==> config.mk <==
export PLATFORM = sky130hd
export DESIGN_NAME = div_unit_flat
export DESIGN_NICKNAME = d
export VERILOG_FILES = /design/src/rtl/div_unit_if.sv /design/src/rtl/div_unit.sv /design/src/flat_wrapper.sv
export SDC_FILE = /design/constraint.sdc
export NUM_CORES = 1
export LEC_CHECK = 0
export BUFFER_PORTS_ARGS = -buffer_cell sky130_fd_sc_hd__buf_2
export CAP_MARGIN = 10
export CORE_ASPECT_RATIO = 1.25
export CORE_UTILIZATION = 40
export DETAILED_ROUTE_END_ITERATION = 8
export GPL_TIMING_DRIVEN = 0
export PLACE_DENSITY = 0.6
export SLEW_MARGIN = 20
export SYNTH_ARGS = -nofsm -noshare
export SYNTH_HDL_FRONTEND = slang
export SYNTH_SLANG_ARGS = --single-unit
==> constraint.sdc <==
create_clock -name clk_i -period 3.9 [get_ports clk_i]
set_input_delay 0.78 -clock clk_i [delete_from_list [all_inputs] [get_ports clk_i]]
set_output_delay 0.78 -clock clk_i [all_outputs]
set_load 0.005 [all_outputs]
==> src/rtl/div_unit_if.sv <==
// Request/result bundle between the EX stage and the iterative divider.
// The pipeline drives the master side; div_unit sits on the slave side.
interface div_unit_if #(
  parameter int WIDTH = 32
);
  logic             start_i;
  logic             signed_i;
  logic [WIDTH-1:0] dividend_i;
  logic [WIDTH-1:0] divisor_i;
  logic             abort_i;
  logic             div_stall_o;
  logic             done_o;
  logic [WIDTH-1:0] quotient_o;
  logic [WIDTH-1:0] remainder_o;
  logic             busy_o;

  modport master (
    output start_i, signed_i, dividend_i, divisor_i, abort_i,
    input  div_stall_o, done_o, quotient_o, remainder_o, busy_o
  );

  modport slave (
    input  start_i, signed_i, dividend_i, divisor_i, abort_i,
    output div_stall_o, done_o, quotient_o, remainder_o, busy_o
  );
endinterface

==> src/rtl/div_unit.sv <==
// Radix-2 restoring divider for MIPS DIV/DIVU: one quotient bit per cycle on
// operand magnitudes, sign fix-up at the end; quotient goes to LO, remainder to HI.
module div_unit #(
  parameter int WIDTH = 32,
  parameter int CNT_W = 6
) (
  input  logic      clk_i,
  input  logic      rst_i,
  div_unit_if.slave div_bus
);
  localparam logic [2:0] S_IDLE = 3'd0;
  localparam logic [2:0] S_PREP = 3'd1;
  localparam logic [2:0] S_ITER = 3'd2;
  localparam logic [2:0] S_FIX  = 3'd3;
  localparam logic [2:0] S_DONE = 3'd4;

  logic [2:0]       r_state;
  logic [WIDTH-1:0] r_dividend;
  logic [WIDTH-1:0] r_divisor;
  logic             r_signed;
  logic             r_sign_dvd;
  logic             r_sign_dvs;
  logic [WIDTH-1:0] r_rem;
  logic [WIDTH-1:0] r_q;
  logic [WIDTH:0]   r_dvs_mag;
  logic [CNT_W-1:0] r_cnt;
  logic             r_dz;
  logic [WIDTH-1:0] r_quotient;
  logic [WIDTH-1:0] r_remainder;

  logic [WIDTH-1:0] w_dvd_mag;
  logic [WIDTH-1:0] w_dvs_mag;
  logic [WIDTH:0]   w_rem_sh;
  logic [WIDTH:0]   w_trial;
  logic             w_trial_neg;
  logic [WIDTH-1:0] w_q_fix;
  logic [WIDTH-1:0] w_r_fix;

  // Negating 0x80000000 wraps to itself, which is the correct unsigned magnitude.
  assign w_dvd_mag   = (r_signed && r_sign_dvd) ? -r_dividend : r_dividend;
  assign w_dvs_mag   = (r_signed && r_sign_dvs) ? -r_divisor  : r_divisor;
  assign w_rem_sh    = {r_rem, r_q[WIDTH-1]};
  assign w_trial     = w_rem_sh - r_dvs_mag;
  assign w_trial_neg = w_trial[WIDTH];
  assign w_q_fix     = r_dz ? {WIDTH{1'b1}} :
                       (r_signed && (r_sign_dvd ^ r_sign_dvs)) ? -r_q : r_q;
  assign w_r_fix     = r_dz ? r_dividend :
                       (r_signed && r_sign_dvd) ? -r_rem : r_rem;

  always_ff @(posedge clk_i) begin
    if (rst_i) begin
      r_state     <= S_IDLE;
      r_dividend  <= '0;
      r_divisor   <= '0;
      r_signed    <= 1'b0;
      r_sign_dvd  <= 1'b0;
      r_sign_dvs  <= 1'b0;
      r_rem       <= '0;
      r_q         <= '0;
      r_dvs_mag   <= '0;
      r_cnt       <= '0;
      r_dz        <= 1'b0;
      r_quotient  <= '0;
      r_remainder <= '0;
    end else begin
      case (r_state)
        S_IDLE: begin
          if (div_bus.start_i) begin
            r_dividend <= div_bus.dividend_i;
            r_divisor  <= div_bus.divisor_i;
            r_signed   <= div_bus.signed_i;
            r_sign_dvd <= div_bus.dividend_i[WIDTH-1];
            r_sign_dvs <= div_bus.divisor_i[WIDTH-1];
            r_state    <= S_PREP;
          end
        end
        S_PREP: begin
          if (div_bus.abort_i) begin
            r_state <= S_IDLE;
          end else begin
            r_rem     <= '0;
            r_q       <= w_dvd_mag;
            r_dvs_mag <= {1'b0, w_dvs_mag};
            r_cnt     <= CNT_W'(WIDTH - 1);
            r_dz      <= (r_divisor == '0);
            r_state   <= S_ITER;
          end
        end
        S_ITER: begin
          if (div_bus.abort_i) begin
            r_state <= S_IDLE;
          end else begin
            r_rem <= w_trial_neg ? w_rem_sh[WIDTH-1:0] : w_trial[WIDTH-1:0];
            r_q   <= {r_q[WIDTH-2:0], ~w_trial_neg};
            if (r_cnt == '0) begin
              r_state <= S_FIX;
            end else begin
              r_cnt <= r_cnt - 1'b1;
            end
          end
        end
        S_FIX: begin
          if (div_bus.abort_i) begin
            r_state <= S_IDLE;
          end else begin
            r_quotient  <= w_q_fix;
            r_remainder <= w_r_fix;
            r_state     <= S_DONE;
          end
        end
        S_DONE: begin
          r_state <= S_IDLE;
        end
        default: begin
          r_state <= S_IDLE;
        end
      endcase
    end
  end

  assign div_bus.div_stall_o = (r_state == S_PREP) || (r_state == S_ITER) || (r_state == S_FIX);
  assign div_bus.done_o      = (r_state == S_DONE);
  assign div_bus.busy_o      = (r_state != S_IDLE);
  assign div_bus.quotient_o  = r_quotient;
  assign div_bus.remainder_o = r_remainder;
endmodule

==> src/flat_wrapper.sv <==
// flat-port wrapper written by rule: the top's interface ports become plain ports
module div_unit_flat 
#(
  parameter int WIDTH = 32,
  parameter int CNT_W = 6
)
  (clk_i, rst_i, div_bus_start_i, div_bus_signed_i, div_bus_dividend_i, div_bus_divisor_i, div_bus_abort_i, div_bus_div_stall_o, div_bus_done_o, div_bus_quotient_o, div_bus_remainder_o, div_bus_busy_o);
  div_unit_if #(.WIDTH(WIDTH)) div_bus_i ();
  input  logic clk_i;
  input  logic rst_i;
  input wire logic [$bits(div_bus_i.start_i)-1:0] div_bus_start_i;
  input wire logic [$bits(div_bus_i.signed_i)-1:0] div_bus_signed_i;
  input wire logic [$bits(div_bus_i.dividend_i)-1:0] div_bus_dividend_i;
  input wire logic [$bits(div_bus_i.divisor_i)-1:0] div_bus_divisor_i;
  input wire logic [$bits(div_bus_i.abort_i)-1:0] div_bus_abort_i;
  output wire logic [$bits(div_bus_i.div_stall_o)-1:0] div_bus_div_stall_o;
  output wire logic [$bits(div_bus_i.done_o)-1:0] div_bus_done_o;
  output wire logic [$bits(div_bus_i.quotient_o)-1:0] div_bus_quotient_o;
  output wire logic [$bits(div_bus_i.remainder_o)-1:0] div_bus_remainder_o;
  output wire logic [$bits(div_bus_i.busy_o)-1:0] div_bus_busy_o;
  assign div_bus_i.start_i = div_bus_start_i;
  assign div_bus_i.signed_i = div_bus_signed_i;
  assign div_bus_i.dividend_i = div_bus_dividend_i;
  assign div_bus_i.divisor_i = div_bus_divisor_i;
  assign div_bus_i.abort_i = div_bus_abort_i;
  assign div_bus_div_stall_o = div_bus_i.div_stall_o;
  assign div_bus_done_o = div_bus_i.done_o;
  assign div_bus_quotient_o = div_bus_i.quotient_o;
  assign div_bus_remainder_o = div_bus_i.remainder_o;
  assign div_bus_busy_o = div_bus_i.busy_o;
  div_unit #(.WIDTH(WIDTH), .CNT_W(CNT_W)) u_core (.clk_i(clk_i), .rst_i(rst_i), .div_bus(div_bus_i));
endmodule
# --- Word level (Yosys, flattened, before mapping) ---
# Index checks and enable logic that the tools add are counted.
classes:
  addsub: 6
  n_bitwise: 3
  reduce_logical: 16
  muxes: 23
  n_eq_ne: 9
ops:
  columns: ["operator", "n"]
  rows:
  - ["$mux W32", 11]
  - ["$neg A32 Y32", 4]
  - ["$pmux W32 S2", 2]
  - ["$sub A33 B32 Y33", 1]
  - ["$logic_not A32 Y1", 1]
  - ["$mux W6", 3]
  - ["$mux W3", 4]
  - ["$pmux W3 S4", 1]
  - ["$pmux W6 S2", 1]
  - ["$ne A2 B2 Y1 const B", 4]
  - ["$reduce_and A2 Y1", 4]
  - ["$eq A3 B2 Y1 const B", 2]
  - ["$logic_not A6 Y1", 1]
  - ["$sub A6 B1 Y6 const B", 1]
  - ["$reduce_and A4 Y1", 1]
  - ["$eq A3 B1 Y1 const B", 1]
  - ["$eq A3 B3 Y1 const B", 1]
  - ["$logic_and A1 B1 Y1", 3]
  - ["$logic_not A3 Y1", 1]
  - ["$ne A3 B2 Y1 const B", 1]
  - ["$reduce_and A3 Y1", 1]
  - ["$reduce_bool A3 Y1", 1]
  - ["$logic_or A1 B1 Y1", 2]
  - ["$mux W2", 1]
  - ["other kinds (3)", 4]
word_totals:
  elab_cells: 70
  ff_bits: 237
  input_bits: 69
  output_inout_bits: 67

# --- Logic depth before layout (Yosys ltp) ---
depth:
  word_depth: 4
  depth_mapped: 13
  mapped_depth_nobuf: 12

# --- Least setup slack after synthesis ---
# Ideal clock, no wire load.
synth_timing:
  path_type: "register -> register"
  startpoint: "register u_core.r_q[31]"
  endpoint: "register u_core.r_rem[11]"
  t_arrival_ns: 2.887
  stages_incl_launch_ff: 14
  setup_slack_ns: 0.886
  path_buffers: 1
  period_less_slack_ns: 3.014
  path_cell_list: "dfxtp_1 inv_1 ha_1 fa_1 nand2b_1 a21oi_1 o21bai_1 a211oi_2 o2111ai_2 a31o_2 a211oi_4 buf_6 mux2i_1 o21ai_1"
synth_via:
  elab_chain_len: 4
synth_rtl:
  columns: ["element", "line", "text"]
  rows:
  - ["start: declaration", "div_unit.sv:24", "logic [WIDTH-1:0] r_q;"]
  - ["start signal: assignment", "div_unit.sv:82", "r_q <= w_dvd_mag;"]
  - ["start signal: assignment", "div_unit.sv:94", "r_q <= {r_q[WIDTH-2:0], ~w_trial_neg};"]
  - ["$sub A33 B32 Y33", "div_unit.sv:43", "assign w_trial = w_rem_sh - r_dvs_mag;"]
  - ["$mux W32", "div_unit.sv:93", "r_rem <= w_trial_neg ? w_rem_sh[WIDTH-1:0] : w_trial[WIDTH-1:0];"]
  - ["$mux W32", "div_unit.sv:90", "if (div_bus.abort_i) begin"]
  - ["$pmux W32 S2", "div_unit.sv:66", "case (r_state)"]
  - ["end signal: assignment", "div_unit.sv:93", null]
  - ["end: declaration", "div_unit.sv:23", "logic [WIDTH-1:0] r_rem;"]
# No other way between the ends. The select of a mux whose other input is x is not followed.
# A chain may end at the register's enable or synchronous reset.

# --- Final worst setup path ---
layout_timing:
  startpoint: "register u_core.r_q[31]"
  endpoint: "register u_core.r_rem[19]"
# The elaborated chain is that of the path after synthesis.

==> impl_metrics.py <==
metrics = {
    "detailed_routing": {
        "dr.pass1.iters": 5,
        "wl_um": 42300,
        "drt_iter0_drc": 704,
        "drt.antenna.violating_nets": 0,
        "drcViolationCount": 0,
        "vias": 12800,
        "wl_per_cell_um": 17.9,
        "viasPerCell": 5.41,
    },
    "worst_setup_path": {
        "worst-r2r-cell-count": 14,
        "arrival_ns": 4.09,
        "worstSetupEndpointType": "register",
        "r2r_setup_slack_ns": 0.21,
        "cp_max_fo": 10,
        "start_kind": "register",
        "rr_startpoint": "u_core.r_q[31]$_SDFFE_PP0P_",
        "cp.required_ns": 4.31,
        "timing.rr.end": "u_core.r_rem[19]$_SDFFE_PP0P_",
        "crit_end": "u_core.r_rem[19]$_SDFFE_PP0P_",
        "crit_type": "register to register",
        "cp-startpoint": "u_core.r_q[31]$_SDFFE_PP0P_",
    },
    "place": {
        "dp.cells": 2317,
        "dpl_cell_area_sq_um": 14400,
        "dp_slack_ns": 0.0720,
        "hpwl_um": 33200,
        "place_congestion": 0.909,
        "portBuffers": 133,
    },
    "sta": {
        "report.final.slew_viol_count": 0,
        "final.min_clock_period_ns": 3.69,
        "tightest_slew_ns": 0.966,
        "finalSetupViolCount": 0,
        "max_freq_mhz": 271,
        "relSlewSlack_pct": 35.6,
        "fin_tns_setup_ns": 0,
        "fin_ws_ns": 0.215,
        "fin_crit_sh_pct": 94.5,
        "hold_ws_ns": 0.452,
        "finalHoldViolations": 0,
        "skew_ns": 0.0125,
        "rsz0062_at_grt": "false",
    },
    "pwr": {
        "seqPwrFrac_pct": 40.7,
        "pwr-share-clk_pct": 41.2,
        "sw_frac_of_total_pct": 28.6,
        "p_per_area_nw_per_um2": 413,
        "power.net_switching_uw": 1820,
        "share_comb_of_total_power_pct": 18.1,
        "p_int_uw": 4530,
        "total_leakage_power_uw": 0.00612,
        "ir_drop_uv": 299,
    },
    "yosys": {
        "yosysTopAreaCell": "dfxtp_1",
        "synth_area_sq_um": 13200,
        "ys.warnings.count": 0,
        "synth_edf_count": 0,
        "yosys-top-cells-count": "306 x nand2_1, 235 x dfxtp_1, 204 x a21oi_1",
        "seq_area_frac_synth_pct": 35.6,
        "yosysTopAreaCellShare_pct": 35.6,
        "ys.flop_type": "dfxtp_1",
        "synth-seq-cells": 235,
        "yosys-top-cells-area": "dfxtp_1 36%, nand2_1 8.7%, a21oi_1 7.7%, nor2_1 4.9%, xnor2_1 4.8%",
        "synth_area_per_cell_sq_um": 7.49,
        "syn-instance-count": 1766,
        "ys_types": 63,
        "synth.most_common_cell": "nand2_1",
        "syn-num-nets": 1874,
        "synthArstFlopShare_pct": 0,
    },
    "job": {
        "drv_cap": 0,
    },
    "global_routing": {
        "grt_antenna_before_repair": 0,
        "grt_pass1_wl_um": 65900,
        "grt_overflow_total": 0,
        "track_usage_pct": 25.0,
        "grt_max_degree": 14,
        "grt_pass1_vias": 12400,
    },
    "clock_tree": {
        "worstSkewPairLatency_ns": 0.53,
        "cts_sinks": 235,
        "numCtsBuffers": 27,
        "cts.clk_slew.worst_paths_ns": 0.06,
        "cts.htree.levels": 1,
        "post_cts_resized": 0,
        "clockBufferDepth": 3,
        "cts_tree": "done",
        "cts-root-buf": "clkbuf_16",
    },
    "floorplanning": {
        "start_util_pct": 40.6,
        "die-area_sq_um": 33800,
        "num_io_pins": 136,
        "dieHeight_um": 205,
        "rows": 74,
        "core-area_sq_um": 32600,
        "die_x_um": 165,
    },
    "run_status": {
        "outcome": "finished clean",
    },
    "min_path": {
        "hp-class": "register to register",
    },
    "final_layout": {
        "drive_gt1_share_pct": 10.0,
        "insertedDiodeCount": 0,
        "fin_cells": 2366,
        "syn2layout_area_growth_pct": 16.2,
        "fin_area_sq_um": 15400,
        "fin_nets": 2039,
        "fillers": 3365,
    },
}
state kept, by name (all words and copies together), names as in the netlist:
signal                      count
u_core.r_cnt                    6
u_core.div_bus.quotient_o      32
u_core.r_signed                 1
u_core.r_dz                     1
u_core.div_bus.remainder_o     32
u_core.r_rem                   32
u_core.r_dvs_mag               32
u_core.r_sign_dvs               1
u_core.r_q                     32
u_core.r_dividend              31
u_core.r_state                  3
u_core.r_divisor               31
u_core.r_sign_dvd               1
critical path: stages (launching register included):
cell and delay, ns:
dfxtp_1 0.33, inv_1 0.13, ha_1 0.25, fa_1 0.39
nand2b_1 0.18, a21oi_1 0.26, o21bai_1 0.16, a211oi_2 0.31
o2111ai_2 0.24, a31o_2 0.30, a211oi_4 0.29, buf_12 0.17
buf_6 0.18, mux2i_1 0.27, o21ai_1 0.09
power by group through the flow:
stage	clock network (uW)	logic, uW	registers, uW
2_1_floorplan	0	830	2600
3_3_place_gp	0	1110	2630
3_5_place_dp	0	1120	2630
4_1_cts	2650	1120	2580
5_1_grt	2750	1270	2590
6_report	2620	1150	2580
per-layer routing:
layer  vias up  wire [um]  GRT usage, %
li1       6489          -             -
met1      5900      16900          28.5
met2       330      21800          47.5
met3        84       2230          3.02
met4         0       1280          8.29
met5         -          0             0
placed cells by master, fill, tap and decap left out, types with 14 or more instances in the layout:
master / n
clkbuf_16: 27
or3_1: 17
nand3_1: 21
xor2_1: 65
a211oi_1: 46
xnor2_1: 73
clkbuf_1: 107
o211ai_1: 14
dfxtp_1: 235
buf_2: 135
o31ai_1: 17
inv_1: 56
o21ai_1: 39
o21ai_0: 69
nor2_1: 172
nand2_1: 306
ha_1: 38
mux2i_1: 29
nand2b_1: 19
o22ai_1: 22
nor3_1: 48
a31oi_1: 19
a21oi_1: 204
kinds of logic (layout without fill, tap and decap cells):
family / Yosys count / after routing / share of synthesized area, %
AND/OR/NAND/NOR: 650 / 650 / 21.4
buffers and inverters: 174 / 356 / 5.13
AO/OA/AOI/OAI: 501 / 501 / 22.8
multiplexers: 29 / 29 / 2.19
XOR/XNOR: 138 / 138 / 9.14
flip-flops: 235 / 235 / 35.6
adder cells (fa/ha/maj): 39 / 39 / 3.75
how the worst min path moves through the flow:
stage | start | to | slack [ns] | cells after the start
2_1_floorplan | u_core.r_dvs_mag[21]$_SDFFE_PP0P_ | u_core.r_dvs_mag[21]$_SDFFE_PP0P_ | 0.43 | 2
3_5_place_dp | u_core.div_bus.remainder_o[28]$_SDFFE_PP0P_ | u_core.div_bus.remainder_o[28]$_SDFFE_PP0P_ | 0.45 | 2
6_report | u_core.div_bus.remainder_o[28]$_SDFFE_PP0P_ | u_core.div_bus.remainder_o[28]$_SDFFE_PP0P_ | 0.45 | 2
5_1_grt | u_core.div_bus.remainder_o[2]$_SDFFE_PP0P_ | u_core.div_bus.remainder_o[2]$_SDFFE_PP0P_ | 0.47 | 2
4_1_cts | u_core.div_bus.remainder_o[28]$_SDFFE_PP0P_ | u_core.div_bus.remainder_o[28]$_SDFFE_PP0P_ | 0.45 | 2
3_3_place_gp | u_core.r_dvs_mag[25]$_SDFFE_PP0P_ | u_core.r_dvs_mag[25]$_SDFFE_PP0P_ | 0.44 | 2
repair_timing:
action,CTS,global route
setup buffers,0,3
endpoints found under the setup margin,0,26
endpoints found under the hold margin,0,0
hold buffers,0,0
per-stage QoR:
stage | total power (uW) | utilization, %
6_report | 6350 | 47.2
5_1_grt | 6610 | 47.2
4_1_cts | 6360 | 47.1
3_5_place_dp | 3750 | 44.2
3_3_place_gp | 3740 | 44.2
2_1_floorplan | 3430 | -
final cells by class:
| type | count | area [sq um] | area share [%] |
|---|---|---|---|
| repair buffers | 136 | 701 | 4.56 |
| plain buffers | 118 | 468 | 3.04 |
| multi-input cells | 1357 | 7850 | 51.1 |
| flip-flops and latches | 235 | 4700 | 30.6 |
| clock buffers | 40 | 825 | 5.36 |
| clock inverters | 6 | 91.3 | 0.594 |
| inverters | 56 | 210 | 1.37 |
| well taps | 418 | 523 | 3.40 |
Power figures use the tool's default switching activity.
